==> src/rtl/reg_dump_reader.sv <==
// reg_dump_reader: walks register-file addresses 0..Num_Regs-1 on a start pulse
// and streams each word to a debug sink over a valid/ready handshake.
//
// Ports:
//   clk          in   clock, rising edge
//   reset        in   asynchronous active-low reset
//   start        in   dump request, sampled only while idle
//   ReadAddress  out  register-file read address (AW bits)
//   Read_Data    in   combinational read data for ReadAddress
//   Dump_Data    out  word presented to the sink
//   Dump_Addr    out  index of Dump_Data (Num_Regs marks the checksum word)
//   Dump_Valid   out  Dump_Data/Dump_Addr/Dump_Last valid
//   Dump_Ready   in   sink accepts the current word
//   Dump_Last    out  final word of the dump
//   busy         out  high in every state except IDLE
//   done         out  one-cycle pulse after the final handshake
//
// Optional feature: define REG_DUMP_CHECKSUM_EN to append an XOR checksum word
// (Dump_Addr = Num_Regs) after the data words.

module reg_dump_reader #(
    parameter int Data_Width = 32,
    parameter int Num_Regs   = 32,
    localparam int AW        = $clog2(Num_Regs)
) (
    input  logic                  clk,
    input  logic                  reset,
    input  logic                  start,
    output logic [AW-1:0]         ReadAddress,
    input  logic [Data_Width-1:0] Read_Data,
    output logic [Data_Width-1:0] Dump_Data,
    output logic [AW:0]           Dump_Addr,
    output logic                  Dump_Valid,
    input  logic                  Dump_Ready,
    output logic                  Dump_Last,
    output logic                  busy,
    output logic                  done
);

    localparam logic [AW:0] LastIdx = (AW+1)'(Num_Regs - 1);

`ifdef REG_DUMP_CHECKSUM_EN
    localparam logic [AW:0] CsumIdx = (AW+1)'(Num_Regs);

    typedef enum logic [2:0] {
        IDLE,
        FETCH,
        SEND,
        CSUM,
        FIN
    } state_t;
`else
    typedef enum logic [2:0] {
        IDLE,
        FETCH,
        SEND,
        FIN
    } state_t;
`endif

    state_t                state_q, state_d;
    logic [AW:0]           idx_q, idx_d;
    logic [Data_Width-1:0] data_q, data_d;
    logic [AW:0]           addr_q, addr_d;
    logic                  valid_q, valid_d;
    logic                  last_q, last_d;
    logic                  busy_q, busy_d;
    logic                  done_q, done_d;
`ifdef REG_DUMP_CHECKSUM_EN
    logic [Data_Width-1:0] acc_q, acc_d;
`endif

    logic hs;
    assign hs = valid_q & Dump_Ready;

    always_comb begin
        state_d = state_q;
        idx_d   = idx_q;
        data_d  = data_q;
        addr_d  = addr_q;
        valid_d = valid_q;
        last_d  = last_q;
        busy_d  = busy_q;
        done_d  = 1'b0;
`ifdef REG_DUMP_CHECKSUM_EN
        acc_d   = acc_q;
`endif

        unique case (state_q)
            IDLE: begin
                if (start) begin
                    idx_d   = '0;
`ifdef REG_DUMP_CHECKSUM_EN
                    acc_d   = '0;
`endif
                    busy_d  = 1'b1;
                    state_d = FETCH;
                end
            end

            FETCH: begin
                data_d  = Read_Data;
                addr_d  = idx_q;
                valid_d = 1'b1;
`ifdef REG_DUMP_CHECKSUM_EN
                last_d  = 1'b0;
`else
                last_d  = (idx_q == LastIdx);
`endif
                state_d = SEND;
            end

            SEND: begin
                if (hs) begin
                    valid_d = 1'b0;
                    last_d  = 1'b0;
`ifdef REG_DUMP_CHECKSUM_EN
                    acc_d   = acc_q ^ data_q;
`endif
                    if (idx_q == LastIdx) begin
`ifdef REG_DUMP_CHECKSUM_EN
                        state_d = CSUM;
`else
                        done_d  = 1'b1;
                        state_d = FIN;
`endif
                    end else begin
                        idx_d   = idx_q + 1'b1;
                        state_d = FETCH;
                    end
                end
            end

`ifdef REG_DUMP_CHECKSUM_EN
            // First cycle loads the checksum word; afterwards wait for the sink.
            CSUM: begin
                if (!valid_q) begin
                    data_d  = acc_q;
                    addr_d  = CsumIdx;
                    last_d  = 1'b1;
                    valid_d = 1'b1;
                end else if (Dump_Ready) begin
                    valid_d = 1'b0;
                    last_d  = 1'b0;
                    done_d  = 1'b1;
                    state_d = FIN;
                end
            end
`endif

            // Clearing idx here brings ReadAddress back to 0 for IDLE.
            FIN: begin
                idx_d   = '0;
                busy_d  = 1'b0;
                state_d = IDLE;
            end

            default: begin
                state_d = IDLE;
            end
        endcase
    end

    always_ff @(posedge clk or negedge reset) begin
        if (!reset) begin
            state_q <= IDLE;
            idx_q   <= '0;
            data_q  <= '0;
            addr_q  <= '0;
            valid_q <= 1'b0;
            last_q  <= 1'b0;
            busy_q  <= 1'b0;
            done_q  <= 1'b0;
`ifdef REG_DUMP_CHECKSUM_EN
            acc_q   <= '0;
`endif
        end else begin
            state_q <= state_d;
            idx_q   <= idx_d;
            data_q  <= data_d;
            addr_q  <= addr_d;
            valid_q <= valid_d;
            last_q  <= last_d;
            busy_q  <= busy_d;
            done_q  <= done_d;
`ifdef REG_DUMP_CHECKSUM_EN
            acc_q   <= acc_d;
`endif
        end
    end

    assign ReadAddress = idx_q[AW-1:0];
    assign Dump_Data   = data_q;
    assign Dump_Addr   = addr_q;
    assign Dump_Valid  = valid_q;
    assign Dump_Last   = last_q;
    assign busy        = busy_q;
    assign done        = done_q;

endmodule

==> config.mk <==
export PLATFORM = sky130hd
export DESIGN_NAME = reg_dump_reader
export DESIGN_NICKNAME = d
export VERILOG_FILES = /design/src/rtl/reg_dump_reader.sv
export SDC_FILE = /design/constraint.sdc
export NUM_CORES = 1
export LEC_CHECK = 0
export CAP_MARGIN = 25
export CORE_MARGIN = 4
export CORE_UTILIZATION = 40
export DETAILED_ROUTE_END_ITERATION = 7
export GPL_ROUTABILITY_DRIVEN = 0
export GPL_TIMING_DRIVEN = 0
export PLACE_DENSITY_LB_ADDON = 0.25
export SYNTH_ARGS = -nofsm -noshare
export SYNTH_HDL_FRONTEND = slang
export SYNTH_SLANG_ARGS = --single-unit
export TNS_END_PERCENT = 100
==> constraint.sdc <==
create_clock -name clk -period 3.5 [get_ports clk]
set_input_delay 0.525 -clock clk [delete_from_list [all_inputs] [get_ports clk]]
set_output_delay 0.525 -clock clk [all_outputs]
set_load 0.02 [all_outputs]
# After elaboration in Yosys (flattened, before gate mapping)
# Cells that the tools add are included.
[word_totals] ff_bits=51 latch_bits=0 mem_bits_rw=0 romBits=0 inputBits=36 output_inout_bits=47 elab_cells=41 memories=0
[op_classes] addsub=1 multipliers=0 div=0 magnitude_cmp=0 n_eq_ne=7 shifts=0 muxes=16 bitwise=1 reduce_logical=8
[op_table] op="2-to-1 mux 6 bit" count=3
[op_table] op="one-hot mux 6 bit (3 select lines)" count=1
[op_table] op="one-hot mux 3 bit (3 select lines)" count=1
[op_table] op="adder 6 x 1 -> 6 bit (second input constant)" count=1
[op_table] op="== test 3 x 2 -> 1 bit (second input constant)" count=2
[op_table] op="== test 6 x 5 -> 1 bit (second input constant)" count=1
[op_table] op="2-to-1 mux 3 bit" count=2
[op_table] op="!= test 2 bit (second input constant)" count=3
[op_table] op="one-hot mux 1 bit (2 select lines)" count=3
[op_table] op="AND reduction 2 bit" count=3
[op_table] op="2-to-1 mux 1 bit" count=5
[op_table] op="AND reduction 4 bit" count=1
[op_table] op="nonzero test 2 bit" count=2
[op_table] op="== test 3 x 1 -> 1 bit (second input constant)" count=1
[op_table] op="zero test 3 bit" count=1
[op_table] op="nonzero test 3 bit" count=1
[op_table] op="2-to-1 mux 2 bit" count=1
[op_table] op="AND 1 bit" count=1

# Logic depth before layout (Yosys ltp)
[logic_depth] word_depth=4 depth_mapped=5 ltp_nobuf=5

# Least setup slack after synthesis
# Ideal clock, no wire load.
[synth_path] path_type="register to register" from="reg idx_q[0]" to="reg idx_q[2]" setup_ps=124 t_arrival_ps=1248 slack_ps=2128 path_stages_with_launch=6 synth_period_minus_slack_ps=1372 path_cell_list="dfrtp_1 > ha_1 > nor2b_1 > nand4_2 > a21oi_1 > a211o_1"
[synth_between] elab_chain_cells=4 word_cells_on_any_way=7 cone_classes="1 x add/sub; 2 x eq/ne; 3 x mux; 1 x reduce/logical"
[synth_rtl] item="start: declaration" line_no="62" rtl="logic [AW:0] idx_q, idx_d;"
[synth_rtl] item="start signal: assignment" line_no="179" rtl="idx_q <= idx_d;"
[synth_rtl] item="adder 6 x 1 -> 6 bit" line_no="128" rtl="idx_d = idx_q + 1'b1;"
[synth_rtl] item="2-to-1 mux 6 bit" line_no="120" rtl="if (idx_q == LastIdx) begin"
[synth_rtl] item="2-to-1 mux 6 bit" line_no="114" rtl="if (hs) begin"
[synth_rtl] item="one-hot mux 6 bit (3 select lines)" line_no="89" rtl="unique case (state_q)"
# Parallel ways exist; a longest one is shown, timed or not. The select of a mux whose other input is x is not followed.
# A chain may end at the register's enable or synchronous reset.

# Final worst setup path
[layout_path] from="reg idx_q[2]" to="out ReadAddress[2]"
[layout_lines] item="end: declaration" line_no="29" rtl="output logic [AW-1:0] ReadAddress,"
# No word-level cell between the ends.

==> key figures <==
Logic synthesis
  • Ys async rst share: 100%
  • Mapped Area: 0.00209 mm2
  • Synth area leaders: dfrtp_1, mux2_1, buf_4
  • Syn_area_per_cell: 14.2 um2
  • Post-synthesis sequential area ratio: 59.7%
  • Warnings from Yosys: 0
  • Yosys reg bits: 50
  • Post-synth EDFFs: 0
  • Post-synth top area share: 59.7%
  • Top FF cell, synth: dfrtp_1
  • Synth cell types: 34
  • Syn Nets: 185
  • Cells after synthesis: 148
  • Synth area leader: dfrtp_1

Critical path
  • Max FO, Critical Path: 8
  • Worst r2r dst: idx_q[0]
  • Critical path arrival: 1540 ps
  • Setup crit end kind: output pin
  • Register-to-register setup slack: 1900 ps
  • Crit path kind: flop to output pin
  • Startpoint types: flop
  • R2R depth: 5
  • CP Launch Point: idx_q[2]
  • WP data required: 2970 ps
  • Worst R2R Start: idx_q[0]

Floorplanning
  • Initial Utilization: 41.0%
  • Die area: 0.00646 mm2
  • Die Span X: 80.4 um
  • Core area: 0.00511 mm2
  • # rows: 26
  • I/O Pins: 83
  • Die height: 80.4 um

Drt
  • Starting DRC count in detailed routing: 23
  • Routed Antenna Nets: 0
  • # DRC: 0
  • Vias per Instance: 4.80
  • Wirelength per Cell: 14.3 um
  • Drt first pass iters: 4
  • Via count: 1478
  • WL final: 4390 um

Cells and area
  • Nets: 275
  • Fraction of layout cells with a size suffix above 1: 10.1%
  • Synth-to-Final Area Change: 47.7%
  • Antenna Cells: 0
  • Post-layout util: 60.6%
  • Final cell count without fillers: 308

Placement
  • Hpwl dp: 3350 um
  • IO Port Bufs: 82
  • Placed insts: 301

Clock tree
  • H-tree depth: 2
  • TritonCTS clock tree: built
  • Root buffer selected by CTS: clkbuf_8
  • Clock-pin slew on the worst setup and hold paths: 80 ps
  • Cts hold-fix bufs: 0
  • Post-cts sizing count: 0
  • Worst-Skew Late Latency: 300 ps
  • Sink Count: 50
  • Postcts setup bufs: 0
  • CTS max path bufs: 2
  • TritonCTS Buffers: 5

Power
  • Switching share of power: 35.9%
  • Logic pwr share: 51.4%
  • Pwr dens: 823 mW/mm2
  • Internal power: 0.00163 W
  • Max IR drop VDD: 410 uV
  • Register share of total power: 36.2%
  • Clock share of power: 12.3%
  • Pleak: 1.36 nW
  • Switching Power: 0.000915 W

Global route
  • Total track usage: 14.6%
  • Total global routing overflow: 0
  • Initial antenna violation count: 0
  • Largest net degree at the start of global routing: 28
  • First-pass GRT wire length: 7270 um
  • Vias in the first global route: 1529

Timing
  • Hold WS: 240 ps
  • Total Neg Setup Slack: 0 ps
  • Minimum clock period: 2060 ps
  • Fmax: 0.485 GHz
  • RSZ-0062 raised after global routing: false
  • Slew Viols, Final: 0
  • Fin Clk Skew: 2.83 ps
  • Fin crit share: 59.0%
  • Final setup viols: 0
  • Max_slew headroom: 58.2%
  • Worst Tran Pin Value: 627 ps
  • Final Hold Vio Count: 0

Status
  • Outcome: complete, no violations

Flow run
  • Max Cap Viol: 0

Worst hold path
  • Worst Hold Class: primary input to async pin
layer usage:
layer / vias to the layer above / routed length, um / track usage, %
li1: 699 / - / -
met1: 726 / 1970 / 17.9
met2: 48 / 2080 / 23.9
met3: 5 / 309 / 5.16
met4: 0 / 40 / 4.90
met5: - / 0 / 0
how the worst max path moves through the flow:
stage / to
after floorplan: idx_q[2]
after global placement: idx_q[1]
after detailed placement: idx_q[0]
after CTS: ReadAddress[2]
after global routing: ReadAddress[4]
final: ReadAddress[2]
cells in the final DEF, fill, tap and decap left out, types with 2 or more instances in the layout:
| master | n |
|---|---|
| nor2b_2 | 2 |
| dfrtp_1 | 50 |
| buf_4 | 10 |
| nand2_1 | 4 |
| mux2_1 | 38 |
| a21oi_1 | 4 |
| clkdlybuf4s50_1 | 81 |
| clkbuf_8 | 5 |
| and3_1 | 2 |
| nand3_1 | 2 |
| nor2_1 | 6 |
| o21ai_0 | 2 |
| o21ai_1 | 2 |
| nor2b_1 | 2 |
| inv_1 | 3 |
| clkbuf_1 | 2 |
stage by stage:
stage | worst slack, ps | instance area (um2) | total power (W)
floorplan | 2130 | 2090 | 0.00166
global placement | 382 | 3000 | 0.00224
detailed placement | 1610 | 3020 | 0.00227
CTS | 1430 | 3090 | 0.00259
global route | 1360 | 3090 | 0.00271
finish | 1440 | 3090 | 0.00255
sequential cells by signal, summed over array words and instances, names as in the netlist:
register and cells:
Dump_Addr 6, Dump_Data 32, state_q 2, Dump_Valid 1, done 1, busy 1
idx_q 6, Dump_Last 1
cell families (layout without fill, tap and decap cells):
kind of cell,count (synthesis),after routing,synth area share (%)
compound gates,18,18,6.39
fa+ha+maj,1,1,0.597
buf+inv,14,104,4.66
flops,50,50,59.7
mux,39,39,20.9
simple gates,26,26,7.71
worst max-delay path: stages (launching register included):
cell and delay [ps]:
dfrtp_1 500, buf_4 160, clkdlybuf4s50_1 590
Yosys cell counts, types with 2 or more instances:
library cell and instances:
nand3_1 2, nor2_1 6, inv_1 3, a21oi_1 4, o21ai_0 2, o21ai_1 2, nand2_1 4, dfrtp_1 50
mux2_1 38, nor2b_2 2, nor2b_1 2, buf_4 10, and3_1 2
layout make-up:
| type | count | area [um2] |
|---|---|---|
| Buffer | 11 | 86.3 |
| Clock buffer | 7 | 76.3 |
| Tap cell | 70 | 87.6 |
| Inverter | 3 | 11.3 |
| Sequential cell | 50 | 1250 |
| Timing Repair Buffer | 83 | 836 |
| Multi-Input combinational cell | 84 | 746 |
| Fill cell | 451 | 2010 |
power by group through the flow:
stage               combinational (W)  clock, W  sequential [W]
finish                        0.00131  0.000314        0.000922
global route                  0.00140  0.000356        0.000955
CTS                           0.00133  0.000330        0.000926
detailed placement            0.00133         0        0.000939
global placement              0.00131         0        0.000929
floorplan                    0.000459         0         0.00120
Note: power is estimated with default switching activity, not from simulation.
